[src/rtl/pipe_stage_fifo.sv]
// Purpose : small inter-stage FIFO between pipeline stages, with a synchronous flush for branch cancel.
// Latency : 1 cycle from push to out_valid; out_bus is read combinationally from the head entry, with no bypass.
// Backpr. : in_allow_in drops when full (FULL_POP=1: it stays high when downstream pops this cycle); out_allow_in stalls the head entry.
//
// Ports:
//   clk, resetn                   single clock, asynchronous active-low reset
//   in_valid/in_bus/in_allow_in   upstream handshake and payload
//   out_valid/out_bus/out_allow_in downstream handshake and payload (oldest entry)
//   flush                         discards all entries at the next edge
//   count                         occupied entry count, 0..DEPTH
module pipe_stage_fifo #(
    parameter int BUS_WD   = 64,
    parameter int DEPTH    = 4,
    parameter bit FULL_POP = 1'b0
) (
    input  logic                      clk,
    input  logic                      resetn,
    input  logic                      in_valid,
    input  logic [BUS_WD-1:0]         in_bus,
    output logic                      in_allow_in,
    output logic                      out_valid,
    output logic [BUS_WD-1:0]         out_bus,
    input  logic                      out_allow_in,
    input  logic                      flush,
    output logic [$clog2(DEPTH):0]    count
);

    localparam int PW = (DEPTH > 1) ? $clog2(DEPTH) : 1;
    localparam logic [PW:0] FULL_CNT = (PW+1)'(DEPTH);

    generate
        if (DEPTH < 2 || (DEPTH & (DEPTH - 1)) != 0) begin : g_bad_depth
            $error("pipe_stage_fifo: DEPTH must be a power of two >= 2");
        end
    endgenerate

    logic [BUS_WD-1:0] mem [DEPTH];
    logic [PW-1:0]     wr_ptr;
    logic [PW-1:0]     rd_ptr;
    logic              is_full;
    logic              push;
    logic              pop;

    assign is_full   = (count == FULL_CNT);
    // Flush hides the head so downstream never consumes an entry being cancelled.
    assign out_valid = (count != '0) & ~flush;
    assign out_bus   = mem[rd_ptr];

    // With FULL_POP the slot freed by this cycle's pop is reused immediately.
    assign in_allow_in = FULL_POP ? (~is_full | out_allow_in) : ~is_full;

    assign push = in_valid & in_allow_in & ~flush;
    assign pop  = out_valid & out_allow_in;

    always_ff @(posedge clk or negedge resetn) begin
        if (!resetn) begin
            wr_ptr <= '0;
            rd_ptr <= '0;
            count  <= '0;
            for (int i = 0; i < DEPTH; i++) begin
                mem[i] <= '0;
            end
        end else if (flush) begin
            wr_ptr <= '0;
            rd_ptr <= '0;
            count  <= '0;
        end else begin
            if (push) begin
                mem[wr_ptr] <= in_bus;
                wr_ptr      <= wr_ptr + PW'(1);
            end
            if (pop) begin
                rd_ptr <= rd_ptr + PW'(1);
            end
            case ({push, pop})
                2'b10:   count <= count + (PW+1)'(1);
                2'b01:   count <= count - (PW+1)'(1);
                default: count <= count;
            endcase
        end
    end

endmodule

[config.mk]
export PLATFORM = sky130hd
export DESIGN_NAME = pipe_stage_fifo
export DESIGN_NICKNAME = d
export VERILOG_FILES = /design/src/rtl/pipe_stage_fifo.sv
export SDC_FILE = /design/constraint.sdc
export NUM_CORES = 1
export LEC_CHECK = 0
export ABC_CLOCK_PERIOD_IN_PS = 2300
export CELL_PAD_IN_SITES_DETAIL_PLACEMENT = 1
export CELL_PAD_IN_SITES_GLOBAL_PLACEMENT = 1
export CORE_UTILIZATION = 48
export CTS_CLUSTER_DIAMETER = 60
export DETAILED_ROUTE_END_ITERATION = 16
export PLACE_DENSITY_LB_ADDON = 0.08
export SKIP_CTS_REPAIR_TIMING = 1
export SYNTH_ARGS = -nofsm -noshare
export SYNTH_HDL_FRONTEND = slang
export SYNTH_SLANG_ARGS = --single-unit
[constraint.sdc]
create_clock -name clk -period 2.3 [get_ports clk]
set_input_delay 0.23 -clock clk [delete_from_list [all_inputs] [get_ports clk]]
set_output_delay 0.23 -clock clk [all_outputs]
set_load 0.05 [all_outputs]
* Yosys cells after proc, flatten, opt, wreduce, memory -nomap -nowiden *
Cells that the tools add are included.

cells by class
  add/subtract/negate cells = 4
  $lt $le $gt $ge = 3
  equal/unequal tests = 3
  multiplexer cells = 12
  bitwise logic cells = 8
  reduce and logical (&&, ||, !) cells = 6

operator list
  kind                 count
  $bwmux 256           1
  $mux 64              3
  $bmux 64 s2          1
  $demux 64 s2         1
  $mux 2               4
  $ge 3x3->1 const B   2
  $not 2->3            2
  $pmux 3 s2           1
  $reduce_bool 3->1    2
  $add 2x1->2 const B  2
  $and 1x1->1          4
  $reduce_bool 2->1    2
  $add 3x1->3 const B  1
  $eq 3x3->1 const B   1
  $lt 3x1->1 const B   1
  $mux 3               1
  $sub 3x1->3 const B  1
  $eq 2x1->1 const B   1
  $eq 2x2->1 const B   1
  $not 1->1            2
  $reduce_and 2->1     1
  $logic_and 1x1->1    1

storage, ports and cells
  bits in registers = 263
  output and inout bits = 69
  logic and storage cells = 43

* Depth between registers and ports, before layout *
Gate-level depths: netlist of run 1.

  depth in word-level cells = 7
  gate-level depth with buffers = 8
  depth with buffers taken out = 7

* Worst setup path after synthesis of run 1 *
Ideal clock, no wire load.

  kind = reg2reg
  from = reg count[2]
  to = reg count[1]
  arrival = 2264 ps
  data required time = 2170 ps
  path slack = -93 ps
  stages on the path, launching flop included = 9
  path buffers = 1
  cell sequence = dfrtp_1 -> buf_6 -> nor3b_4 -> inv_4 -> a211oi_1 -> fa_1 -> nor2b_1 -> o2111ai_1 -> nand3_1

on the way
  word-level cells in the longest chain between the ends = 7
  elaborated cells between the ends (all ways) = 12
  classes of those cells = 3 x eq/ne; 2 x mux; 5 x bitwise; 2 x reduce/logical

ends and longest elaborated chain
  element                                          line  source
  from (decl)                                      25    output logic [$clog2(DEPTH):0] count
  from (signal assigned)                           76    2'b10: count <= count + (PW+1)'(1);
  from (signal assigned)                           77    2'b01: count <= count - (PW+1)'(1);
  from (signal assigned)                           78    default: count <= count;
  $eq 3x3->1 (*)                                   44    assign is_full = (count == FULL_CNT);
  $not 1->1 (*)                                    50    assign in_allow_in = FULL_POP ? (~is_full | out_allow_in) : ~is_full;
  net in_allow_in                                  20    output logic in_allow_in,
  $and 1x1->1 (*) (2 in a row)                     52    assign push = in_valid & in_allow_in & ~flush;
  $eq 2x1->1 / $eq 2x2->1 (equally long branches)  75    case ({push, pop})
  $pmux 3 s2                                       75
  $mux 3                                           63    end else if (flush) begin

Mark *: on every way through the listed nets, which the timed path passes. The rest lies on a longest branch.
A chain may end at the register's enable or synchronous reset.

* Worst setup path in the final report of run 1 *
  from = reg rd_ptr[0]
  to = out out_bus[52]

on the way
  word-level cells in the longest chain between the ends = 4

ends and longest elaborated chain
  element                                     line  source
  from (decl)                                 39    logic [PW-1:0] rd_ptr;
  from (signal assigned)                      73    rd_ptr <= rd_ptr + PW'(1);
  $not 2->3 (implied by the code)             47    assign out_bus = mem[rd_ptr];
  $bmux 64 s2                                 47
  $mux 64 (implied by the code) (2 in a row)  47
  to (decl)                                   22    output logic [BUS_WD-1:0] out_bus,

No other way between the ends. The select of a mux whose other input is x is not followed.

==> out/metrics.json, run 1 <==
{
  "floorplan": {
    "dieArea_um2": 25300,
    "die_h_um": 159,
    "core.rowCount": 57,
    "start_util_pct": 48.9,
    "floorplan.io_pins": 138,
    "die_w_um": 159,
    "placeableCoreArea_um2": 24200
  },
  "worst_setup_path": {
    "timing.critical_path.to_type": "output pin",
    "crit_path_cell_trace": "buf_12 > mux4_2 > buf_12",
    "critPathLaunchType": "register",
    "cp.required_ns": 2.07,
    "crit_path_top_delay_cell": "sky130_fd_sc_hd__mux4_2",
    "crit_top_cell": "sky130_fd_sc_hd__buf_12",
    "reg2reg_slack_ns": 0.17,
    "delay_of_the_slowest_cell_on_the_worst_path_ns": 0.61,
    "worstReg2RegEnd": "count[1]",
    "worstPathMaxFanout": 32,
    "rr_startpoint": "count[1]",
    "arrival_ns": 2.04,
    "crit_type": "reg2out",
    "reg2reg_depth": 7
  },
  "finish": {
    "area_growth_syn_to_layout_pct": 28.4,
    "layout.filler_cells": 2132,
    "stdcell_count": 1188,
    "final_layout_size_suffix_gt1_share_pct": 55.6,
    "layout.area.seq_um2": 6590,
    "finalNetCount": 914,
    "post-route-cell-area_um2": 15200,
    "multi_input_gate_area_in_the_final_layout_um2": 4960,
    "fin_util_pct": 62.7
  },
  "job": {
    "drv.max_cap_violation_count": 0
  },
  "synth": {
    "yosys_most_used_dff": "sky130_fd_sc_hd__dfrtp_1",
    "yosys.area.top_type": "sky130_fd_sc_hd__dfrtp_1",
    "fraction_of_the_yosys_area_taken_by_sequential_cells_pct": 55.5,
    "synthesis.nets": 756,
    "synth.yosys.warnings": 0,
    "ys_seq_elements": 263,
    "yosysMostFrequentCell": "sky130_fd_sc_hd__dfrtp_1",
    "synth.top_cell.area_share_pct": 55.5,
    "synthesized_instance_count": 682,
    "synth_common_cells": "263 x sky130_fd_sc_hd__dfrtp_1, 196 x sky130_fd_sc_hd__mux2_2, 64 x sky130_fd_sc_hd__mux4_2",
    "ys_top_cells_by_area": "sky130_fd_sc_hd__dfrtp_1 56%, sky130_fd_sc_hd__mux2_2 19%, sky130_fd_sc_hd__mux4_2 12%",
    "synth-edff-count": 0,
    "yosysUniqueCellTypes": 38,
    "syn_area_um2": 11900,
    "synthArstFlopShare_pct": 100,
    "postSynthAreaPerCell_um2": 17.4
  },
  "grt": {
    "grt_first_pass_wirelength_um": 45500,
    "initial_antenna_violation_count": 2,
    "grt_overflow": 0,
    "track_usage_pct": 23.1,
    "grt_pass1_vias": 7936,
    "largest_net_degree_at_the_start_of_global_routing": 87
  },
  "routing": {
    "vias_per_cell": 5.54,
    "initialDrtViolationCount": 288,
    "post-route-drc-count": 0,
    "wl_per_cell_um": 23.3,
    "dr_total_vias": 6582,
    "overall_routed_net_length_um": 27600,
    "drt.antenna.violating_nets": 0,
    "drt_pass1_iterations": 6
  },
  "sta": {
    "setup_slack_ns": 0.0302,
    "max_freq_mhz": 441,
    "finalCritPeriodShare_pct": 98.7,
    "slew_headroom_pct": 54.5,
    "final_max_slew_viol_count": 0,
    "setup-tns-final_ns": 0,
    "worst_slew_pin_slew_ns": 0.683,
    "skew_ns": 0.0148,
    "rsz0062_at_grt": "yes",
    "worst_hold_slack_ns": 0.342,
    "min_period_ns": 2.27,
    "finalSetupViolations": 0,
    "final_hold_viol_count": 0
  },
  "placed_design": {
    "dpl-instance-area_um2": 14000,
    "dp.cells": 1127,
    "gp_routability_congestion": 0.806,
    "dp_slack_ns": 0.181,
    "buffer_ports.inserted": 137,
    "dp_hpwl_um": 17600
  },
  "clock_network": {
    "ctsHtreeMaxLevel": 2,
    "root_buffer": "sky130_fd_sc_hd__clkbuf_16",
    "clkSinkCount": 263,
    "clock_tree.buffer_depth": 3,
    "cts_buffers": 34,
    "path_clk_slew_ns": 0.06,
    "clkLatencyLatePin_ns": 0.50,
    "cts_tree": "yes"
  },
  "power_and_ir_drop": {
    "power_density_nw_per_um2": 1240,
    "vdd_ir_drop_max_mv": 0.865,
    "static_leakage_power_nw": 6.71,
    "design_power_total_mw": 18.9,
    "share_comb_of_total_power_pct": 35.5,
    "swShare_pct": 31.6,
    "netSwitchingPower_mw": 5.96,
    "p_int_mw": 12.9,
    "power_frac_clock_pct": 27.8,
    "power.sequential.fraction_pct": 36.8
  },
  "status": {
    "run_status": "complete, no violations"
  },
  "min_path": {
    "min_path_type": "in2async"
  }
}
[cells by family (layout without fill, tap and decap cells)]
family,after synthesis,after routing,synth area share [%]
other cells,0,1,0
xor+xnor,1,1,0.0739
compound gates,17,17,0.940
flops,263,263,55.5
mux,321,321,38.5
fa+ha+maj,5,5,0.591
simple gates,26,26,1.56
buf+inv,49,230,2.84
[power by group through the flow]
stage               clock network, mW  logic [mW]  registers, mW
CTS                              5.37        6.62           6.94
global placement                    0        6.38           6.80
floorplan                           0        4.53           6.66
finish                           5.24        6.69           6.94
global route                     5.55        7.03           7.11
detailed placement                  0        6.56           6.99
[cell usage in the layout (no fill, tap or decap), types with 2 or more instances in the layout]
cell type and count:
sky130_fd_sc_hd__or3b_2 2, sky130_fd_sc_hd__inv_1 4, sky130_fd_sc_hd__mux2_2 196, sky130_fd_sc_hd__clkbuf_1 7, sky130_fd_sc_hd__dfrtp_4 2, sky130_fd_sc_hd__buf_12 44, sky130_fd_sc_hd__bufinv_16 2, sky130_fd_sc_hd__clkdlybuf4s50_1 70
sky130_fd_sc_hd__clkinv_2 6, sky130_fd_sc_hd__dfrtp_2 3, sky130_fd_sc_hd__o2111ai_1 2, sky130_fd_sc_hd__clkinv_4 2, sky130_fd_sc_hd__nand3_4 3, sky130_fd_sc_hd__nand2b_1 5, sky130_fd_sc_hd__clkbuf_8 4, sky130_fd_sc_hd__mux2_4 60
sky130_fd_sc_hd__o21ai_0 3, sky130_fd_sc_hd__ha_1 4, sky130_fd_sc_hd__buf_4 22, sky130_fd_sc_hd__mux4_2 64, sky130_fd_sc_hd__nand3_1 4, sky130_fd_sc_hd__buf_6 26, sky130_fd_sc_hd__nor2b_1 3, sky130_fd_sc_hd__clkbuf_16 37
sky130_fd_sc_hd__dfrtp_1 258, sky130_fd_sc_hd__a21oi_1 6
[registers in the layout, indices dropped and copies added (netlist names)]
signal	count
count	3
rd_ptr	2
mem	256
wr_ptr	2
[worst max path at each step]
stage	startpoint	endpoint	slack [ns]	cells after the start
5_1_grt	rd_ptr[0]	out_bus[63]	-0.04	3
2_1_floorplan	count[0]	count[1]	0.03	8
3_5_place_dp	out_allow_in	count[1]	0.18	7
4_1_cts	count[1]	in_allow_in	-0.24	4
3_3_place_gp	flush	count[1]	0.21	7
6_report	rd_ptr[0]	out_bus[52]	0.03	3
[area by class of cell]
type,instances,share of cell area [%]
Sequential cell,263,43.3
Multi-Input combinational cell,370,32.6
Timing Repair Buffer,166,13.8
Clock buffer,48,6.62
Tap cell,324,2.66
Clock inverter,11,0.781
Inverter,5,0.140
Antenna cell,1,0.0164
[critical path: cells and delay by family (launching register included)]
kind	cells	cell delay [ns]
buffers and inverters	2	0.44
multiplexers	1	0.61
flip-flops	1	0.45
[routing by layer]
layer / vias up / GRT usage, % / part of all wire, %
met5: - / 0 / 0.047
met4: 2 / 5.03 / 1.3
met3: 31 / 4.85 / 4.3
met2: 120 / 40.6 / 53
met1: 3563 / 29.4 / 42
li1: 2866 / - / -
Power figures use the tool's default switching activity.
==> run 2, diff against run 1 <==
CORE_UTILIZATION = 45   (was 48)
==> run 2 against run 1 <==
Sequential power down 0.6%. Highest routed layer is now met4. Core utilization down 5.4 points. Critical path type unchanged. Non-clock buffer count up 2.
==> out/metrics.json, run 2 (synthesized netlist as in run 1, its figures left out) <==
{
  "finish": {
    "layout.area.seq_um2": 6590,
    "largest_register_ffs": 256,
    "max_flop_register": "mem",
    "stdcell_count": 1196,
    "mostFrequentLayoutCells": "258 x sky130_fd_sc_hd__dfrtp_1, 196 x sky130_fd_sc_hd__mux2_2, 70 x sky130_fd_sc_hd__clkdlybuf4s50_1",
    "multi_input_gate_area_in_the_final_layout_um2": 4960,
    "biggestRegsByFlops": "mem: 256 flops, count: 3 flops",
    "layout.filler_cells": 2326,
    "area_growth_syn_to_layout_pct": 25.5,
    "final_layout_size_suffix_gt1_share_pct": 55.6,
    "leading_cell_type_in_the_layout_fill_and_taps_excluded": "sky130_fd_sc_hd__dfrtp_1",
    "finalNetCount": 913
  },
  "routing": {
    "wl_per_cell_um": 22.8,
    "initialDrtViolationCount": 297,
    "overall_routed_net_length_um": 27300,
    "dr_total_vias": 6570,
    "drt.antenna.violating_nets": 0,
    "drt_pass1_iterations": 4,
    "post-route-drc-count": 0,
    "vias_per_cell": 5.49
  },
  "floorplan": {
    "core.rowCount": 59,
    "start_util_pct": 45.7,
    "dieArea_um2": 27000,
    "die_w_um": 164,
    "placeableCoreArea_um2": 25900,
    "floorplan.io_pins": 138,
    "die_h_um": 164
  },
  "clock_network": {
    "clkSinkCount": 263,
    "clock_tree.buffer_depth": 3,
    "root_buffer": "sky130_fd_sc_hd__clkbuf_16",
    "cts_tree": "yes",
    "path_clk_slew_ns": 0.06,
    "cts_buffers": 31,
    "clkLatencyLatePin_ns": 0.53,
    "ctsHtreeMaxLevel": 1
  },
  "power_and_ir_drop": {
    "p_int_mw": 12.4,
    "netSwitchingPower_mw": 5.70,
    "swShare_pct": 31.4,
    "power_frac_clock_pct": 28.6,
    "power_density_nw_per_um2": 1220,
    "static_leakage_power_nw": 6.58,
    "design_power_total_mw": 18.1,
    "vdd_ir_drop_max_mv": 0.770,
    "share_comb_of_total_power_pct": 33.4,
    "power.sequential.fraction_pct": 38.0
  },
  "worst_setup_path": {
    "crit_path_cell_trace": "buf_12 > buf_16 > mux4_2 > buf_6",
    "crit_family": "multiplexers",
    "cp.required_ns": 2.07,
    "delay_of_the_slowest_cell_on_the_worst_path_ns": 0.57,
    "crit_path_top_delay_cell": "sky130_fd_sc_hd__mux4_2",
    "worstPathMaxFanout": 7,
    "crit_type": "reg2out",
    "arrival_ns": 2.04,
    "reg2reg_slack_ns": 0.17,
    "critPathLaunchType": "register",
    "timing.critical_path.to_type": "output pin",
    "worst-path-buf-inv": 3
  },
  "sta": {
    "finalCritPeriodShare_pct": 98.7,
    "max_freq_mhz": 441,
    "worst_slew_pin_slew_ns": 0.558,
    "rsz0062_at_grt": "yes",
    "final_hold_viol_count": 0,
    "slew_headroom_pct": 62.8,
    "skew_ns": 0.00881,
    "setup-tns-final_ns": 0,
    "min_period_ns": 2.27,
    "finalSetupViolations": 0,
    "final_max_slew_viol_count": 0
  },
  "grt": {
    "track_usage_pct": 21.0,
    "grt_pass1_vias": 7684,
    "initial_antenna_violation_count": 2,
    "largest_net_degree_at_the_start_of_global_routing": 98,
    "grt_first_pass_wirelength_um": 43400,
    "grt_overflow": 0
  },
  "job": {
    "drv.max_cap_violation_count": 0
  },
  "placed_design": {
    "buffer_ports.inserted": 137,
    "dp_hpwl_um": 17200,
    "gp_routability_congestion": 0.754,
    "dp.cells": 1136
  },
  "status": {
    "run_status": "complete, no violations"
  },
  "min_path": {
    "min_path_type": "in2async"
  }
}
-- run 2: final cells by class --
type / instances / share of cell area [%]
repair buffers: 168 / 11.9
multi-input cells: 370 / 33.4
diodes: 1 / 0.0168
flip-flops and latches: 263 / 44.3
clock buffers: 47 / 6.29
clock inverters: 7 / 1.12
inverters: 5 / 0.143
well taps: 335 / 2.82
-- run 2: routing by layer --
layer  vias to the layer above  track usage (%)  wire (µm)  part of all wire, %
met2                       121             36.4      14100                   52
met1                      3552             27.4      11600                   43
met5                         -                0          0                    0
met4                         0             3.62        234                 0.86
li1                       2877                -          -                    -
met3                        20             4.27       1320                  4.8
-- run 2: metrics by stage --
| step | hold WS (ns) | area [µm²] | utilization (%) | setup slack [ns] |
|---|---|---|---|---|
| 6_report | 0.204 | 14900 | 57.4 | 0.0304 |
| 5_1_grt | 0.219 | 14900 | 57.4 | -0.0209 |
| 4_1_cts | -0.389 | 14700 | 56.7 | -0.249 |
| 3_5_place_dp | 0.183 | 13600 | 52.4 | 0.0441 |
| 3_3_place_gp | 0.168 | 13600 | 52.4 | 0.222 |
| 2_1_floorplan | -0.0656 | 11900 | - | 0.0306 |
-- run 2: path summary, 6_finish.rpt --
kind,from,to,cells after the start
worst min register to register,mem[9],mem[9],1
max in group asynchronous,resetn,mem[59],3
worst min-delay path,resetn,mem[145],2
worst max register to register,count[1],count[1],7
worst max-delay path,rd_ptr[0],out_bus[0],4
min in group clk,in_bus[39],mem[39],2
-- run 2: power by group through the flow --
| stage | combinational [mW] | sequential [mW] | clock, mW |
|---|---|---|---|
| 4_1_cts | 5.97 | 6.90 | 5.32 |
| 3_3_place_gp | 5.77 | 6.77 | 0 |
| 3_5_place_dp | 5.95 | 6.96 | 0 |
| 5_1_grt | 6.42 | 7.09 | 5.50 |
| 2_1_floorplan | 4.53 | 6.66 | 0 |
| 6_report | 6.07 | 6.90 | 5.18 |
